### src/rtl/dwt_pkg.sv
// Shared constants, types and helpers for the inverse D4 pair MAC.
// Holds the Q1.20 synthesis coefficients (with the forward 0.625 scale undone),
// the FSM state encoding, the packed {a, d} pair type, a widening multiply and
// the round/clamp to 8-bit pixels.
package dwt_pkg;

  localparam int COEFF_W    = 22;
  localparam int COEFF_FRAC = 20;
  localparam int ACC_W      = 32;

  localparam logic [COEFF_W-1:0] G0 = 22'd810277;
  localparam logic [COEFF_W-1:0] G1 = 22'd1403447;
  localparam logic [COEFF_W-1:0] G2 = 22'd376051;
  localparam logic [COEFF_W-1:0] G3 = 22'd217113;

  typedef enum logic [1:0] {FIRST, RUN, WRAP} state_e;

  typedef struct packed {
    logic [7:0] a;
    logic [7:0] d;
  } pair_t;

  // Unsigned coefficient times unsigned sample; always fits in ACC_W-1 bits.
  function automatic logic signed [ACC_W-1:0] cmul(input logic [COEFF_W-1:0] g,
                                                   input logic [7:0]         x);
    logic [ACC_W-1:0] p;
    p = ACC_W'(g) * ACC_W'(x);
    return $signed(p);
  endfunction

  // Round half up from Q.20, then saturate to the 8-bit pixel range.
  function automatic logic [7:0] round_clamp(input logic signed [ACC_W-1:0] sum);
    logic signed [ACC_W-1:0] y;
    y = (sum + $signed(ACC_W'(1) << (COEFF_FRAC - 1))) >>> COEFF_FRAC;
    if (y < 0) begin
      return 8'd0;
    end else if (y > 255) begin
      return 8'd255;
    end else begin
      return 8'(y);
    end
  endfunction

endpackage

### src/rtl/idwt_pair_mac.sv
// Three-stage multiply / sum / round-clamp pipeline for one inverse D4 output pair.
// Ports:
//   clk_i, rst_i        clock, asynchronous active-high reset
//   issue_valid_i       compute request this cycle
//   prev_i, cur_i       previous and current {a, d} coefficient pairs
//   issue_row_i/ptr_i   pointers travelling alongside the data
//   pixel_o             {x_even, x_odd}, held between outputs
//   valid_o             one-cycle pulse, three cycles after issue
//   row_o, ptr_o        pointers of the output on pixel_o
module idwt_pair_mac
  import dwt_pkg::*;
#(
  parameter int unsigned PtrW = 8
) (
  input  logic            clk_i,
  input  logic            rst_i,
  input  logic            issue_valid_i,
  input  pair_t           prev_i,
  input  pair_t           cur_i,
  input  logic [PtrW-1:0] issue_row_i,
  input  logic [PtrW-1:0] issue_ptr_i,
  output logic [15:0]     pixel_o,
  output logic            valid_o,
  output logic [PtrW-1:0] row_o,
  output logic [PtrW-1:0] ptr_o
);

  logic signed [ACC_W-1:0] prod_d [8];
  logic signed [ACC_W-1:0] prod_q [8];
  logic signed [ACC_W-1:0] sum_even_d, sum_odd_d, sum_even_q, sum_odd_q;
  logic                    v1_q, v2_q, v3_q;
  logic [PtrW-1:0]         row1_q, row2_q, row3_q, ptr1_q, ptr2_q, ptr3_q;
  logic [15:0]             pixel_q;

  // Slots 0..3 feed x_even, 4..7 feed x_odd (all magnitudes, signs applied in the sum).
  always_comb begin
    prod_d[0]  = cmul(G2, prev_i.a);
    prod_d[1]  = cmul(G1, prev_i.d);
    prod_d[2]  = cmul(G0, cur_i.a);
    prod_d[3]  = cmul(G3, cur_i.d);
    prod_d[4]  = cmul(G3, prev_i.a);
    prod_d[5]  = cmul(G0, prev_i.d);
    prod_d[6]  = cmul(G1, cur_i.a);
    prod_d[7]  = cmul(G2, cur_i.d);
    sum_even_d = prod_q[0] + prod_q[1] + prod_q[2] - prod_q[3];
    sum_odd_d  = prod_q[6] - prod_q[4] - prod_q[5] - prod_q[7];
  end

  always_ff @(posedge clk_i or posedge rst_i) begin
    if (rst_i) begin
      for (int i = 0; i < 8; i++) prod_q[i] <= '0;
      sum_even_q <= '0;
      sum_odd_q  <= '0;
      v1_q       <= 1'b0;
      v2_q       <= 1'b0;
      v3_q       <= 1'b0;
      row1_q     <= '0;
      row2_q     <= '0;
      row3_q     <= '0;
      ptr1_q     <= '0;
      ptr2_q     <= '0;
      ptr3_q     <= '0;
      pixel_q    <= '0;
    end else begin
      for (int i = 0; i < 8; i++) prod_q[i] <= prod_d[i];
      sum_even_q <= sum_even_d;
      sum_odd_q  <= sum_odd_d;
      v1_q       <= issue_valid_i;
      v2_q       <= v1_q;
      v3_q       <= v2_q;
      row1_q     <= issue_row_i;
      row2_q     <= row1_q;
      ptr1_q     <= issue_ptr_i;
      ptr2_q     <= ptr1_q;
      if (v2_q) begin
        pixel_q <= {round_clamp(sum_even_q), round_clamp(sum_odd_q)};
        row3_q  <= row2_q;
        ptr3_q  <= ptr2_q;
      end
    end
  end

  assign pixel_o = pixel_q;
  assign valid_o = v3_q;
  assign row_o   = row3_q;
  assign ptr_o   = ptr3_q;

endmodule

### src/rtl/imac_d4.sv
// Inverse Daubechies-4 pair MAC: rebuilds {x[2m], x[2m+1]} pixel pairs from a line
// of {a, d} coefficient pairs with periodic extension. The first pair is kept so the
// wrap-around output (pointer 0) can be issued in a one-cycle bubble after the last.
// Ports:
//   clk, rst                        clock, asynchronous active-high reset
//   coeff_input                     [15:8] a, [7:0] d
//   i_valid / i_ready               input handshake
//   last_coeff                      final pair of the line
//   i_row_column_pointer            line index
//   i_pixel_pointer                 pair index m
//   pixel_output                    [15:8] x[2m], [7:0] x[2m+1]
//   o_valid                         one-cycle pulse per output pair
//   o_row_column_pointer, o_pixel_pointer  pointers of the output
module imac_d4
  import dwt_pkg::*;
#(
  parameter int unsigned HEIGHT = 256,
  parameter int unsigned WIDTH  = 256
) (
  input  logic                       clk,
  input  logic                       rst,
  input  logic [15:0]                coeff_input,
  input  logic                       i_valid,
  output logic                       i_ready,
  input  logic                       last_coeff,
  input  logic [$clog2(WIDTH)-1:0]   i_row_column_pointer,
  input  logic [$clog2(WIDTH)-1:0]   i_pixel_pointer,
  output logic [15:0]                pixel_output,
  output logic                       o_valid,
  output logic [$clog2(WIDTH)-1:0]   o_row_column_pointer,
  output logic [$clog2(WIDTH)-1:0]   o_pixel_pointer
);

  localparam int unsigned PtrW = $clog2(WIDTH);

  if (WIDTH < 2 || (WIDTH % 2) != 0 || HEIGHT < 1) begin : g_param_check
    $error("imac_d4: WIDTH must be even and >= 2, HEIGHT >= 1");
  end

  state_e          state_q, state_d;
  pair_t           first_q, first_d, prev_q, prev_d, in_pair;
  logic [PtrW-1:0] row_q, row_d;
  logic            transfer;
  logic            issue_valid;
  pair_t           issue_prev, issue_cur;
  logic [PtrW-1:0] issue_row, issue_ptr;

  assign in_pair  = pair_t'(coeff_input);
  assign i_ready  = (state_q != WRAP);
  assign transfer = i_valid && i_ready;

  always_comb begin
    state_d     = state_q;
    first_d     = first_q;
    prev_d      = prev_q;
    row_d       = row_q;
    issue_valid = 1'b0;
    issue_prev  = prev_q;
    issue_cur   = in_pair;
    issue_row   = i_row_column_pointer;
    issue_ptr   = i_pixel_pointer;
    unique case (state_q)
      FIRST: begin
        if (transfer) begin
          first_d = in_pair;
          prev_d  = in_pair;
          row_d   = i_row_column_pointer;
          state_d = last_coeff ? WRAP : RUN;
        end
      end
      RUN: begin
        if (transfer) begin
          issue_valid = 1'b1;
          prev_d      = in_pair;
          if (last_coeff) state_d = WRAP;
        end
      end
      WRAP: begin
        // Close the ring: last pair against the stored first pair.
        issue_valid = 1'b1;
        issue_cur   = first_q;
        issue_row   = row_q;
        issue_ptr   = '0;
        state_d     = FIRST;
      end
      default: state_d = FIRST;
    endcase
  end

  always_ff @(posedge clk or posedge rst) begin
    if (rst) begin
      state_q <= FIRST;
      first_q <= '0;
      prev_q  <= '0;
      row_q   <= '0;
    end else begin
      state_q <= state_d;
      first_q <= first_d;
      prev_q  <= prev_d;
      row_q   <= row_d;
    end
  end

  idwt_pair_mac #(
    .PtrW (PtrW)
  ) u_mac (
    .clk_i         (clk),
    .rst_i         (rst),
    .issue_valid_i (issue_valid),
    .prev_i        (issue_prev),
    .cur_i         (issue_cur),
    .issue_row_i   (issue_row),
    .issue_ptr_i   (issue_ptr),
    .pixel_o       (pixel_output),
    .valid_o       (o_valid),
    .row_o         (o_row_column_pointer),
    .ptr_o         (o_pixel_pointer)
  );

endmodule

### config.mk
export PLATFORM = sky130hd
export DESIGN_NAME = imac_d4
export DESIGN_NICKNAME = d
export VERILOG_FILES = /design/src/rtl/dwt_pkg.sv /design/src/rtl/idwt_pair_mac.sv /design/src/rtl/imac_d4.sv
export SDC_FILE = /design/constraint.sdc
export NUM_CORES = 2
export LEC_CHECK = 0
export ABC_AREA = 1
export BUFFER_PORTS_ARGS = -buffer_cell sky130_fd_sc_hd__clkbuf_2
export CAP_MARGIN = 20
export CORE_MARGIN = 4
export CORE_UTILIZATION = 25
export CTS_BUF_LIST = sky130_fd_sc_hd__clkbuf_8
export CTS_CLUSTER_DIAMETER = 80
export CTS_CLUSTER_SIZE = 20
export DETAILED_ROUTE_END_ITERATION = 10
export PLACE_DENSITY_LB_ADDON = 0.1
export SLEW_MARGIN = 15
export SYNTH_ARGS = -nofsm -noshare
export SYNTH_HDL_FRONTEND = slang
export SYNTH_SLANG_ARGS = --single-unit
### constraint.sdc
create_clock -name clk -period 12.6 [get_ports clk]
set_input_delay 0.63 -clock clk [delete_from_list [all_inputs] [get_ports clk]]
set_output_delay 0.63 -clock clk [all_outputs]
set_load 0.02 [all_outputs]
Word level (Yosys, flattened, before mapping)
Cells that the tools add are included.
- register bits after elaboration: 393
- bits of input ports: 36
- output and inout port bits: 34
- word-level logic and storage cells: 72
- add/subtract/negate cells: 8
- multiply operators: 8
- $lt $le $gt $ge: 4
- equal/unequal tests: 6
- multiplexer cells: 14
- reduce and logical (&&, ||, !) cells: 6
- operators with widths (kind ; count):
    adder 32 x 21 -> 32 bit, second input constant ; 2
    multiplier 21 x 8 -> 29 bit, first input constant ; 2
    multiplier 20 x 8 -> 28 bit, first input constant ; 2
    multiplier 19 x 8 -> 27 bit, first input constant ; 2
    multiplier 18 x 8 -> 26 bit, first input constant ; 2
    two-way mux 8 bit ; 6
    adder 32 x 29 -> 32 bit ; 1
    subtractor 32 x 27 -> 32 bit ; 1
    subtractor 32 x 28 -> 32 bit ; 1
    subtractor 32 x 29 -> 32 bit ; 1
    adder 27 x 29 -> 30 bit ; 1
    subtractor 29 x 26 -> 30 bit ; 1
    greater-than comparator 12 x 9 -> 1 bit, second input constant ; 2
    < comparator 12 x 1 -> 1 bit, second input constant ; 2
    two-way mux 16 bit ; 1
    two-way mux 2 bit ; 4
    inequality test 2 bit, second input constant ; 4
    case mux 2 bit (2 select lines) ; 1
    AND reduction 2 bit ; 2
    AND reduction 3 bit ; 1
    equality test 2 x 1 -> 1 bit, second input constant ; 1
    equality test 2 bit, second input constant ; 1
    logical NOT 2 bit ; 1
    case mux 1 bit (2 select lines) ; 1
    3 further kinds ; 3

Longest topological paths before layout
- depth in word-level cells: 4
- gate-level depth with buffers: 30
- gate-level depth less buffers: 30

Cells and area by module
From an unflattened synthesis, not the netlist that was laid out.
- cell total of the unflattened synthesis: 4846
- area total of the unflattened synthesis: 38933.6 um^2
- modules (own cells, without submodules) (module ; instances ; cells an instance ; area an instance (um^2)):
    idwt_pair_mac ; 1 ; 4584 ; 36859.1
    imac_d4 ; 1 ; 262 ; 2074.5

Worst setup path after synthesis
Ideal clock, no wire load.
- path kind: register to register
- start: reg state_q[0]
- end: reg u_mac.prod_q[175] (netlist bit)
- library setup time: 0.124 ns
- arrival: 5.260 ns
- required time: 12.476 ns
- setup slack: 7.216 ns
- cell stages (with the launch flop): 20
- path buffers: 2
- period minus slack after synthesis: 5.384 ns
- path through: dfrtp_1 > inv_1 > ha_1 > clkbuf_1 > clkbuf_1 > o21ai_0 > inv_1 > ha_1 > inv_1 > fa_1 > inv_1 > fa_1 > ha_1 > nand2_1 > nor2_1 > nor2_1 > a21boi_0 > o21ai_0 > nand2_1 > nand2_1
- RTL lines (element ; line ; source):
    from (decl) ; imac_d4.sv:40 ; state_e state_q, state_d;
    from (signal assigned) ; imac_d4.sv:97 ; state_q <= state_d;
    to (decl) ; idwt_pair_mac.sv:29 ; logic signed [ACC_W-1:0] prod_q [8];

==> impl_metrics.tcl <==
set metrics [dict create \
    use_met3 0.0170 \
    vias 32400 \
    place_hpwl_mm 120 \
    tritoncts "done" \
    hold_class "input pin to asynchronous set/reset pin" \
    wl_mm 139 \
    synthArstFlopShare 1.00 \
    root_buffer "clkbuf_8" \
    timing.final.ws_setup_ns 6.14 \
    clock-sinks 351 \
    grt_overflow 0 \
    clk_latency_ns 0.71 \
    nNetsFinal 6107 \
    track_usage 0.169 \
    numPortBuffers 69 \
    crit_top_cell "inv_1" \
    synth_flop_cell "dfrtp_1" \
    fin_crit_sh 0.513 \
    num_rows 145 \
    dpl_cell_area_um2 42600 \
    run_status "complete, no violations" \
    slowest_stage "ha_1" \
    fin_skew_ns 0.0740 \
    path_class "flop to flop" \
    wl_per_cell_um 19.2 \
    fillCellCount 17300 \
    crit_fanout 41 \
    path_clk_slew_ns 0.12 \
    end_kind "flop" \
    post_route_cells_drive_above_1_share 0.0357 \
    gr-usage-met2 0.278 \
    first_global_vias 33700 \
    firstDrtPassIters 6 \
    fin_tns_setup_ns 0 \
    drt-initial-drc-count 1738 \
    avgSynthCellArea_um2 7.84 \
    initial_utilization 0.252 \
    fmax_mhz 155 \
    grt_pass1_wl_mm 210 \
    synth.area.top_cells "dfrtp_1 22%, ha_1 19%, fa_1 15%" \
    synth_warnings 0 \
    finalHoldViolations 0 \
    finalSetupViolations 0 \
    antenna_left 0 \
    synthTopCellsByCount "1113 x nand2_1, 949 x inv_1, 612 x ha_1" \
    dp_slack_ns 6.10 \
    yosysUniqueCellTypes 40 \
    antenna_found_initial 5 \
    die_h_um 406 \
    h-tree-depth 2 \
    die_w_um 406 \
    max_slew_margin 0.285 \
    route.detailed.drc 0 \
    syn_to_final_growth_pct 9.76 \
    met1_usage 0.237 \
    design_area_um2 43400 \
    multi_input_area_um2 27100 \
    synth_edf_count 0 \
    syn_nets 5996 \
    critPathTopFamily "adder cells" \
    synth_top_cell_area_share 0.222 \
    routabilityCongestion 0.864 \
    clockBufferDepth 3 \
    critical_path_arrival_ns 7.06 \
    worst_slew_pin_slew_ns 1.07 \
    ioPinCount 70 \
    start_kind "flop" \
    drv_cap 0 \
    cp.buffers_inverters 7 \
    core-area_um2 157000 \
    yosysTopAreaCell "dfrtp_1" \
    synth_cells 5047 \
    path_cells "inv_1 -> ha_2 -> buf_4 -> inv_2 -> or2_2 -> o21ai_0 -> inv_1 -> ha_1 -> inv_1 -> fa_1 -> fa_1 -> fa_1 -> inv_1 -> ha_1 -> nand2_1 -> nor2_1 -> inv_1 -> nor2_1 -> nand3_1 -> nand3_1 -> xor2_1" \
    grt_max_degree 90 \
    whs_ns 0.0538 \
    cp.required_ns 13.20 \
    cts_made_buffers 34 \
    rsz0062_at_grt "false" \
    synthMostInstantiatedCell "nand2_1" \
    post_drt_via_cell_ratio 4.48 \
    ys_ff_latch 351 \
    synth_area_um2 39600 \
    postCtsSetupBuffers 0 \
    grt.busiest_layer "met2" \
    maxSlewViolCount 0 \
    max_stage_delay_ns 0.61 \
    fin_crit_ns 6.46 \
    dieArea_um2 165000 \
    ys_seq_area_frac 0.222 \
    seq_area_um2 8780 \
]
==> flip-flops by register name, indices dropped and copies added (netlist names), 13 cells and up <==
signal            count
u_mac.sum_odd_q      13
u_mac.prod_q        216
u_mac.pixel_o        16
u_mac.sum_even_q     13
first_q              16
issue_prev           16
==> kinds of logic after synthesis <==
logic type / count (synthesis) / share of synthesized area
buffers and inverters: 970 / 0.0921
AOI/OAI and AO/OA: 706 / 0.0984
DFF: 351 / 0.222
and+or+nand+nor: 1909 / 0.198
adders and majority gates: 913 / 0.346
xor gates and xnor gates: 198 / 0.0438
==> path summary, 6_finish.rpt <==
kind                                              from                          to  slack (ns)  cells after the start
worst max-delay path            state_q[0]$_DFFE_PP0P_  u_mac.prod_q[21]$_DFF_PP0_        6.14                     21
worst min-delay path                               rst   u_mac.row2_q[1]$_DFF_PP0_        0.05                      2
worst max register to register  state_q[0]$_DFFE_PP0P_  u_mac.prod_q[21]$_DFF_PP0_        6.14                     21
worst min register to register    u_mac.v1_q$_DFF_PP0_        u_mac.v2_q$_DFF_PP0_        0.35                      0
max in group asynchronous                          rst  issue_prev[13]$_DFFE_PP0P_       10.60                      4
min in group clk                    i_pixel_pointer[6]   u_mac.ptr1_q[6]$_DFF_PP0_        0.10                      3
==> area by class of cell <==
class | instances | share of cell area
Multi-Input combinational cell | 3726 | 0.625
Sequential cell | 351 | 0.202
Inverter | 952 | 0.0825
Tap cell | 2058 | 0.0593
Clock buffer | 40 | 0.0127
Timing Repair Buffer | 93 | 0.0122
Clock inverter | 19 | 0.00582
Antenna cell | 1 | 0.0000576
==> per-stage QoR <==
stage               cells  utilization
detailed placement   7179        0.272
CTS                  7239        0.277
global route         7240        0.277
finish               7240        0.277
floorplan            5047            -
global placement     7179        0.272
==> repair_timing <==
| action | 4_1_cts | 5_1_grt |
|---|---|---|
| endpoints found under the hold margin | 1 | 0 |
| hold buffers | 1 | 0 |
| gates resized for setup | 0 | 0 |
==> placed cells by master, fill, tap and decap left out, drive strengths merged, types with 4 or more instances in the layout <==
master / instances
o21bai: 43
buf: 23
a21boi: 17
ha: 612
a31oi: 13
or2: 17
clkinv: 6
dfrtp: 351
nand3b: 13
and2: 4
a21o: 29
o21a: 26
xor2: 147
nor4: 12
nor3: 75
clkbuf: 109
a21oi: 319
fa: 301
nor2: 400
nand2: 1114
nand3: 216
xnor2: 51
nand4: 56
inv: 964
o21ai: 249
o211ai: 4
==> per-layer routing <==
layer / vias to the layer above / wire length, µm
met3: 125 / 4620
met4: 2 / 3720
met5: - / 19
met1: 15400 / 67100
li1: 16300 / -
met2: 509 / 63200
Power is left out: the tool's default activity adds up to more than one toggle a clock period on the data nets, which glitch-free logic cannot reach.
